<file path="src/rtl/lsu_byte_master.sv">
// Load/store unit: serialises byte/half/word accesses into little-endian single-byte transactions.
// Optional misaligned-access rejection is enabled by defining LSU_MISALIGN_CHECK_EN.
module lsu_byte_master #(
  parameter int unsigned ADDR_W = 32
) (
  input  logic              clk_i,
  input  logic              rst_i,
  input  logic              req_valid_i,
  input  logic              req_write_i,
  input  logic [1:0]        req_size_i,
  input  logic              req_unsigned_i,
  input  logic [ADDR_W-1:0] req_addr_i,
  input  logic [31:0]       req_wdata_i,
  output logic              ready_o,
  output logic              resp_valid_o,
  output logic [31:0]       resp_rdata_o,
  output logic              resp_err_o,
  output logic              mem_we_o,
  output logic              mem_re_o,
  output logic [ADDR_W-1:0] mem_addr_o,
  output logic [7:0]        mem_data_o,
  input  logic [7:0]        mem_data_i
);

  typedef enum logic [1:0] {StIdle, StAccess, StResp} state_e;

  state_e            state_q;
  logic              write_q;
  logic              uns_q;
  logic [1:0]        size_q;
  logic [1:0]        cnt_q;
  logic [31:0]       wdata_q;
  logic [31:0]       asm_q;
  logic [31:0]       rdata_q;
  logic              we_q;
  logic              re_q;
  logic [ADDR_W-1:0] addr_q;
  logic [7:0]        data_q;

  logic [1:0]        last_idx;
  logic [1:0]        cnt_nxt;
  logic [31:0]       asm_d;
  logic [31:0]       ext_d;

`ifdef LSU_MISALIGN_CHECK_EN
  logic err_q;
  logic misaligned;
  assign misaligned = ((req_size_i == 2'b01) && req_addr_i[0]) ||
                      (req_size_i[1] && (req_addr_i[1:0] != 2'b00));
  assign resp_err_o = err_q;
`else
  assign resp_err_o = 1'b0;
`endif

  always_comb begin
    last_idx = size_q[1] ? 2'd3 : {1'b0, size_q[0]};
    cnt_nxt  = cnt_q + 2'd1;
    asm_d    = asm_q;
    asm_d[{cnt_q, 3'b000} +: 8] = mem_data_i;
    unique case (size_q)
      2'b00:   ext_d = uns_q ? {24'h0, asm_d[7:0]} : {{24{asm_d[7]}}, asm_d[7:0]};
      2'b01:   ext_d = uns_q ? {16'h0, asm_d[15:0]} : {{16{asm_d[15]}}, asm_d[15:0]};
      default: ext_d = asm_d;
    endcase
  end

  always_ff @(posedge clk_i or negedge rst_i) begin
    if (!rst_i) begin
      state_q <= StIdle;
      write_q <= 1'b0;
      uns_q   <= 1'b0;
      size_q  <= 2'b00;
      cnt_q   <= 2'd0;
      wdata_q <= 32'h0;
      asm_q   <= 32'h0;
      rdata_q <= 32'h0;
      we_q    <= 1'b0;
      re_q    <= 1'b0;
      addr_q  <= '0;
      data_q  <= 8'h0;
`ifdef LSU_MISALIGN_CHECK_EN
      err_q   <= 1'b0;
`endif
    end else begin
      unique case (state_q)
        StIdle: begin
          if (req_valid_i) begin
            write_q <= req_write_i;
            uns_q   <= req_unsigned_i;
            size_q  <= req_size_i;
            wdata_q <= req_wdata_i;
            cnt_q   <= 2'd0;
            asm_q   <= 32'h0;
`ifdef LSU_MISALIGN_CHECK_EN
            if (misaligned) begin
              state_q <= StResp;
              err_q   <= 1'b1;
            end else
`endif
            begin
              state_q <= StAccess;
              addr_q  <= req_addr_i;
              data_q  <= req_wdata_i[7:0];
              we_q    <= req_write_i;
              re_q    <= !req_write_i;
            end
          end
        end
        StAccess: begin
          if (!write_q) asm_q <= asm_d;
          if (cnt_q == last_idx) begin
            state_q <= StResp;
            we_q    <= 1'b0;
            re_q    <= 1'b0;
            if (!write_q) rdata_q <= ext_d;
          end else begin
            cnt_q  <= cnt_nxt;
            addr_q <= addr_q + ADDR_W'(1);
            data_q <= wdata_q[{cnt_nxt, 3'b000} +: 8];
          end
        end
        default: begin
          state_q <= StIdle;
`ifdef LSU_MISALIGN_CHECK_EN
          err_q   <= 1'b0;
`endif
        end
      endcase
    end
  end

  assign ready_o      = (state_q == StIdle);
  assign resp_valid_o = (state_q == StResp);
  assign resp_rdata_o = rdata_q;
  assign mem_we_o     = we_q;
  assign mem_re_o     = re_q;
  assign mem_addr_o   = addr_q;
  assign mem_data_o   = data_q;

endmodule

</file>
<file path="config.mk">
export PLATFORM = sky130hd
export DESIGN_NAME = lsu_byte_master
export DESIGN_NICKNAME = d
export VERILOG_FILES = /design/src/rtl/lsu_byte_master.sv
export SDC_FILE = /design/constraint.sdc
export NUM_CORES = 1
export LEC_CHECK = 0
export BUFFER_PORTS_ARGS = -buffer_cell sky130_fd_sc_hd__buf_2
export CAP_MARGIN = 5
export CORE_MARGIN = 1
export CORE_UTILIZATION = 48
export CTS_CLUSTER_DIAMETER = 200
export CTS_CLUSTER_SIZE = 30
export DETAILED_ROUTE_END_ITERATION = 16
export MAX_ROUTING_LAYER = met4
export PLACE_DENSITY_LB_ADDON = 0.12
export SETUP_SLACK_MARGIN = 0.3
export SYNTH_ARGS = -nofsm -noshare
export SYNTH_HDL_FRONTEND = slang
export SYNTH_SLANG_ARGS = --single-unit
</file>
<file path="constraint.sdc">
create_clock -name clk_i -period 2.7 [get_ports clk_i]
set_input_delay 0.54 -clock clk_i [delete_from_list [all_inputs] [get_ports clk_i]]
set_output_delay 0.54 -clock clk_i [all_outputs]
set_load 0.02 [all_outputs]
</file>
==> results.md, run 1 <==
| Item | This run |
|---|---|
| Post-Synthesis Mean Instance Area | 9.250 um2 |
| Share of synthesized flip-flops with an asynchronous set or reset | 1.000 |
| Post-CTS sizing | 0 |
| Maximum clock path buffer count | 2 |
| Count of pins on the block boundary | 156 |
| Vias | 6439 |
| Worst reg2reg setup slack | 460 ps |
| Comb pwr share | 0.479 |
| Violation count after the first detailed-route iteration | 405 |
| Post-synth top flop | dfrtp_1 |
| Top Metal Used | met4 |
| Met3 routed wirelength | 1246 um |
| Root Buffer | clkbuf_16 |
| Fraction of power spent switching nets | 0.4402 |
| Type of the tightest min-delay check | in2async |
| Clock-pin slew of the registers on the worst-case setup and hold paths | 50 ps |
| Number of remaining DRC errors | 0 |
| Post-DR wirelength/cell | 16.93 um |
| Nature of the critical path endpoint | flop |
| Setup TNS | 0 ps |
| Fraction of final layout cells with drive strength greater than 1 | 0.2642 |
| Maximum number of pins on one net before global-route repair | 71 |
| Classification of the worst setup path | reg2reg |
| Launch point of the worst reg-to-reg path | cnt_q[0] |
| Max-cap viol count | 0 |
| Type of element launching the critical path | flop |
| Crit path max fanout | 16 |
| Starting density of the core | 0.4978 |
| Clock Latency Late Sink | 420 ps |
| Final RePlAce weighted congestion | 0.8723 |
| Final cycle utilization of the critical path | 0.8296 |
| DIE HEIGHT | 125.7 um |
| Count of clock tree sinks | 146 |
| Internal power | 6.992 mW |
| ANT nets after route | 0 |
| Relative contribution of sequential cells to total power | 0.320 |
| Count of final max-slew check failures | 0 |
| Number of global-route vias before repair | 5982 |
| Post-synthesis sequential area ratio | 0.4974 |
| Hold buffer count at CTS | 0 |
| Final hold viol count | 0 |
| Slew @ Worst Pin | 1052 ps |
| Total global-route track usage | 0.2552 |
| Data arrival, critical path | 2580 ps |
| First-pass GRT wire length | 30940 um |
| Endpoint of the most critical register-to-register path | resp_rdata_o[31] |
| Power share of the clock group | 0.201 |
| Sum of routed wire length over all layers | 19230 um |
| Port Buffers | 154 |
| Post-route non-filler standard cell count | 1136 |
| Number of instances in the synthesized netlist | 794 |
| Status | finished clean |
| Number of distinct library cells after synthesis | 68 |
| Clock tree from TritonCTS | done |
| M1 wire length | 9186 um |
| Number of cells after detailed placement | 1099 |
| Number of antenna violations at the first check in global routing | 1 |
| Slew HR | 0.2977 |
| Number of fillers in the final layout | 1309 |
| Number of buffers added by the clock tree synthesis step | 17 |
| Pwr dens | 1408 nW/um2 |
| Top library cells by usage in the layout, fill and taps aside | nand2_1 (193), buf_2 (153), dfrtp_1 (146), a21oi_1 (73), nor2_1 (64) |
| Leakage Power | 4.084 nW |
| Residual overflow from global routing | 0 |
| Peak supply drop | 1.037 mV |
| R2R cell count | 8 |
| Req. time, crit path | 3040 ps |
| RSZ-0062 raised after global routing | false |
| Number of iterations in the first detailed-routing pass | 5 |
| Core area | 14750 um2 |
| Final setup vio count | 0 |
| Net Count, Synth | 878 |
| Highest clock rate | 446.5 MHz |
| Site Rows | 44 |
| Total die area | 15800 um2 |
| Detail Placement HPWL | 13220 um |
| Worst-case clock skew | 6.139 ps |
| Most common library cell in the layout ignoring fill and taps | nand2_1 |
| Htree depth | 4 |
| Layout Nets | 1021 |
| Total length of routed met2 wires | 8562 um |
| Chip Width | 125.7 um |
| Vias per cell | 5.668 |
| Yosys reg bits | 146 |
| Switching component of the power | 5.499 mW |
| Setup repair bufs after CTS | 0 |
| Minimum period implied by the final worst setup slack | 2240 ps |
| Post-synthesis instance area | 7345 um2 |
| Area added between synthesis and finish | 20.83% |
| Number of enable flip-flop cells after synthesis | 0 |
| Count of synthesis-stage warnings from yosys | 0 |
## synthesized netlist by cell type (3+ instances only)
cell type | instances | area [um2]
a21oi_1 | 73 | 365.4
a21oi_2 | 12 | 105.1
a22o_1 | 22 | 192.7
a2bb2oi_1 | 4 | 35.03
a31oi_1 | 17 | 106.4
and2_1 | 7 | 43.79
and2b_1 | 3 | 22.52
and3_1 | 4 | 25.02
buf_1 | 4 | 15.01
buf_2 | 15 | 75.07
buf_4 | 8 | 60.06
buf_6 | 4 | 45.04
clkbuf_1 | 18 | 67.56
clkbuf_8 | 3 | 41.29
dfrtp_1 | 146 | 3654
ha_1 | 5 | 62.56
inv_1 | 19 | 71.32
mux4_2 | 8 | 180.2
nand2_1 | 193 | 724.4
nand2b_1 | 3 | 18.77
nand3_1 | 14 | 70.07
nand4_1 | 7 | 43.79
nor2_1 | 64 | 240.2
nor2b_1 | 15 | 93.84
nor3_1 | 3 | 15.01
nor4_1 | 3 | 18.77
o21a_1 | 3 | 22.52
o21ai_0 | 45 | 225.2
o22a_1 | 13 | 113.9
o22ai_1 | 9 | 56.30
or3_1 | 5 | 31.28
## per-stage QoR
| step | setup slack, ps | power (mW) | hold WS, ps | cell area (um2) | util |
|---|---|---|---|---|---|
| 2_1_floorplan | 417.5 | 8.363 | 244.4 | 7345 | - |
| 3_3_place_gp | 491.2 | 9.760 | 453.4 | 8205 | 0.5561 |
| 3_5_place_dp | 370.4 | 9.925 | 458.7 | 8205 | 0.5561 |
| 4_1_cts | 365.5 | 12.45 | 91.59 | 8835 | 0.5988 |
| 5_1_grt | 303.2 | 13.37 | 110.0 | 8872 | 0.6013 |
| 6_report | 460.1 | 12.49 | 70.10 | 8875 | 0.6015 |
## cell type report
| cell class | count | area (um2) | share of cell area |
|---|---|---|---|
| Multi-Input combinational cell | 577 | 3322 | 0.3743 |
| Antenna cell | 2 | 5.005 | 0.0005639 |
| Inverter | 20 | 75.07 | 0.008459 |
| Clock inverter | 9 | 151.4 | 0.01706 |
| Timing Repair Buffer | 175 | 959.7 | 0.1081 |
| Tap cell | 184 | 230.2 | 0.02594 |
| Clock buffer | 23 | 478.0 | 0.05386 |
| Sequential cell | 146 | 3654 | 0.4117 |
## routing by layer
layer  up-vias  track usage
li1       3053            -
met2       252       0.3670
met1      3114       0.3653
met4         0      0.07747
met5         -            -
met3        20      0.04928
## worst max-delay path: stages, from the launching register on
cell and delay (ps):
dfrtp_1 520, inv_1 120, ha_1 270, and4b_1 460, a21oi_2 140, nor4b_4 270
nor2_4 60, buf_12 160, a2bb2oi_1 150
## flip-flops by register name, indices dropped and copies added, names as in the netlist, 2 cells and up
signal,count
size_q,2
mem_data_o,8
wdata_q,32
state_q,2
mem_addr_o,32
resp_rdata_o,32
cnt_q,2
asm_q,32
## kinds of logic (layout without fill, tap and decap cells)
family                     Yosys count  in the layout  synth area share
muxes                                8              8           0.02453
xor gates and xnor gates             1              1          0.001193
buffers and inverters               72            227           0.05162
other                                1              3         0.0005106
and+or+nand+nor                    345            346            0.2230
DFF                                146            146            0.4974
AOI/OAI and AO/OA                  216            216            0.1932
adders and majority gates            5              5          0.008518
## power by group through the flow
stage | Combinational, mW | Sequential (mW) | Clock [mW]
after floorplan | 3.86 | 4.50 | 0
after global placement | 5.79 | 3.97 | 0
after detailed placement | 5.90 | 4.02 | 0
after CTS | 5.92 | 3.99 | 2.54
after global routing | 6.60 | 4.13 | 2.64
final | 5.98 | 4.00 | 2.51
## how the worst max path moves through the flow
stage / slack [ps] / startpoint / to / cells after the start
after floorplan: 420 / cnt_q[0] / resp_rdata_o[23] / 11
after global placement: 490 / cnt_q[0] / resp_rdata_o[24] / 7
after detailed placement: 370 / cnt_q[0] / resp_rdata_o[23] / 7
after CTS: 370 / cnt_q[0] / resp_rdata_o[23] / 7
after global routing: 300 / cnt_q[0] / resp_rdata_o[27] / 9
final: 460 / cnt_q[0] / resp_rdata_o[31] / 8
(Power assumes the default switching activity.)
==> run 2, diff against run 1 <==
==> constraint.sdc (replaced) <==
create_clock -name clk_i -period 2.1 [get_ports clk_i]
set_input_delay 0.42 -clock clk_i [delete_from_list [all_inputs] [get_ports clk_i]]
set_output_delay 0.42 -clock clk_i [all_outputs]
set_load 0.02 [all_outputs]
==> run 2 against run 1 <==
Global-route usage grew 1.8 points. Routed wire length increased by 5.6%. Cell area rose by 7.6%. Critical path depth unchanged. Combinational power rose by 51%. Worst setup slack worse by 240 ps. Count of clock-buffer cells in the layout fell by 2. Worst hold slack gained 110 ps. Non-clock buffer count grew 34. Register-to-register slack lost 240 ps. Clock skew up 0.51 ps. Largest power group unchanged. Highest routed layer unchanged.
==> results.md, run 2 (same netlist as run 1, synthesis figures left out) <==
| Item | This run |
|---|---|
| Layout Nets | 1054 |
| DIE HEIGHT | 125.7 um |
| Final cycle utilization of the critical path | 0.8971 |
| Total die area | 15800 um2 |
| Layout Cell Area excl Fill | 9550 um2 |
| Fraction of final layout cells with drive strength greater than 1 | 0.3493 |
| Comb pwr share | 0.532 |
| Residual overflow from global routing | 0 |
| Number of antenna violations at the first check in global routing | 1 |
| Htree depth | 4 |
| Slew @ Worst Pin | 606.0 ps |
| Count of clock tree sinks | 146 |
| Total length of routed met2 wires | 9261 um |
| Origin of the worst setup path | cnt_q[0] |
| RSZ-0062 raised after global routing | true |
| PnR Total Power | 17.02 mW |
| Status | finished clean |
| Total global-route track usage | 0.2734 |
| Number of remaining DRC errors | 0 |
| ANT nets after route | 0 |
| Req. time, crit path | 2450 ps |
| Post-route non-filler standard cell count | 1167 |
| Violation count after the first detailed-route iteration | 434 |
| Number of global-route vias before repair | 6357 |
| Most common library cell in the layout ignoring fill and taps | nand2_1 |
| Vias per cell | 5.602 |
| Chip Width | 125.7 um |
| Area added between synthesis and finish | 30.03% |
| Root Buffer | clkbuf_16 |
| Top Metal Used | met4 |
| Post-DR wirelength/cell | 17.41 um |
| Top library cells by usage in the layout, fill and taps aside | nand2_1 (190), buf_2 (153), dfrtp_1 (137), nor2_1 (59), a21oi_1 (54) |
| Minimum period implied by the final worst setup slack | 1884 ps |
| Min-delay src | req_wdata_i[18] |
| Highest clock rate | 530.8 MHz |
| Peak supply drop | 0.9206 mV |
| Type of the tightest min-delay check | in2reg |
| Data arrival, critical path | 2230 ps |
| Classification of the worst setup path | reg2reg |
| Minimum setup slack after placement | -28.15 ps |
| Launch point of the worst reg-to-reg path | cnt_q[0] |
| Vias | 6538 |
| Clock-pin slew of the registers on the worst-case setup and hold paths | 60 ps |
| Site Rows | 44 |
| Fraction of power spent switching nets | 0.4441 |
| Slew HR | 0.5950 |
| Starting density of the core | 0.4978 |
| Clock Latency Late Sink | 430 ps |
| Final RePlAce weighted congestion | 0.8772 |
| Final hold viol count | 0 |
| Maximum number of pins on one net before global-route repair | 69 |
| Final setup margin | 216.0 ps |
| Count of pins on the block boundary | 156 |
| Max-cap viol count | 0 |
| Power share of the clock group | 0.167 |
| Clock tree from TritonCTS | done |
| Core area | 14750 um2 |
| Relative contribution of sequential cells to total power | 0.302 |
| Crit path max fanout | 8 |
| Placed cell areas | 8393 um2 |
| Number of buffers added by the clock tree synthesis step | 17 |
| Maximum clock path buffer count | 2 |
| Met3 routed wirelength | 1315 um |
| Number of cells after detailed placement | 1108 |
| Number of fillers in the final layout | 1250 |
| Nature of the critical path endpoint | flop |
| Leakage Power | 4.330 nW |
| Port Buffers | 154 |
| Switching component of the power | 7.556 mW |
| First-pass GRT wire length | 32780 um |
| Internal power | 9.460 mW |
| Detail Placement HPWL | 13300 um |
| Final setup vio count | 0 |
| Worst hold margin | 182.2 ps |
| Type of element launching the critical path | flop |
| Count of final max-slew check failures | 0 |
| Number of iterations in the first detailed-routing pass | 4 |
| Worst-case clock skew | 6.652 ps |
| Pwr dens | 1782 nW/um2 |
| M1 wire length | 9442 um |
| Sum of routed wire length over all layers | 20310 um |
[run 2: changes by cell type in the layout (fill, tap and decap cells not counted), moves of 5 or more]
cell | previous run | this run
a21oi_1 | 73 | 54
a21oi_2 | 12 | 23
a21oi_4 | 0 | 8
buf_12 | 2 | 11
buf_4 | 19 | 37
dfrtp_1 | 146 | 137
dfrtp_2 | 0 | 9
nor2_1 | 64 | 59
o21ai_0 | 45 | 34
o21ai_2 | 1 | 6
[run 2: final cells by class]
cell class              instances  area, um2  area share
repair buffers                209       1388      0.1453
inverters                      20      82.58    0.008647
well taps                     184      230.2     0.02411
clock inverters                10      87.58    0.009171
clock buffers                  21      460.4     0.04821
flip-flops and latches        146       3665      0.3837
multi-input cells             576       3635      0.3806
diodes                          1      2.502   0.0002620
[run 2: worst max-delay path, cell delays in order (launching register included)]
cell,delay (ps)
dfrtp_2,430
inv_4,60
ha_4,280
and4b_2,270
a21oi_4,70
nor4b_4,280
nor2_4,110
buf_12,160
a21oi_1,150
[run 2: path summary, 6_finish.rpt]
check,slack (ps),cells past startpoint,endpoint
worst min-delay path,180,3,wdata_q[18]
worst max register to register,220,8,resp_rdata_o[16]
min in group asynchronous,510,2,asm_q[22]
worst max-delay path,220,8,resp_rdata_o[16]
worst min register to register,470,2,asm_q[9]
max in group asynchronous,980,3,resp_rdata_o[0]
[run 2: power by group through the flow]
stage,registers [mW],clock network (mW),logic (mW)
2_1_floorplan,5.79,0,5.12
3_3_place_gp,5.05,0,7.82
3_5_place_dp,5.12,0,8.03
4_1_cts,5.08,2.88,8.68
5_1_grt,5.31,3.01,9.85
6_report,5.13,2.84,9.05
[run 2: metal layers]
metal | GRT usage | vias up
met2 | 0.4036 | 228
met4 | 0.08680 | 0
met5 | - | -
met1 | 0.3740 | 3175
li1 | - | 3115
met3 | 0.06330 | 20
[run 2: per-stage QoR]
step	utilization	setup TNS (ps)
after floorplan	-	0
after global placement	0.5689	0
after detailed placement	0.5689	-54.92
after CTS	0.6236	0
after global routing	0.6473	0
final	0.6473	0
[run 2: timing repair]
| item | 4_1_cts | 5_1_grt |
|---|---|---|
| hold endpoints to repair | 42 | 0 |
| cloned | 2 | 0 |
| gates resized for setup | 25 | 71 |
| setup endpoints to repair | 93 | 88 |
| setup buffers | 12 | 12 |
| hold buffers | 1 | 0 |
| pin swaps | 8 | 33 |
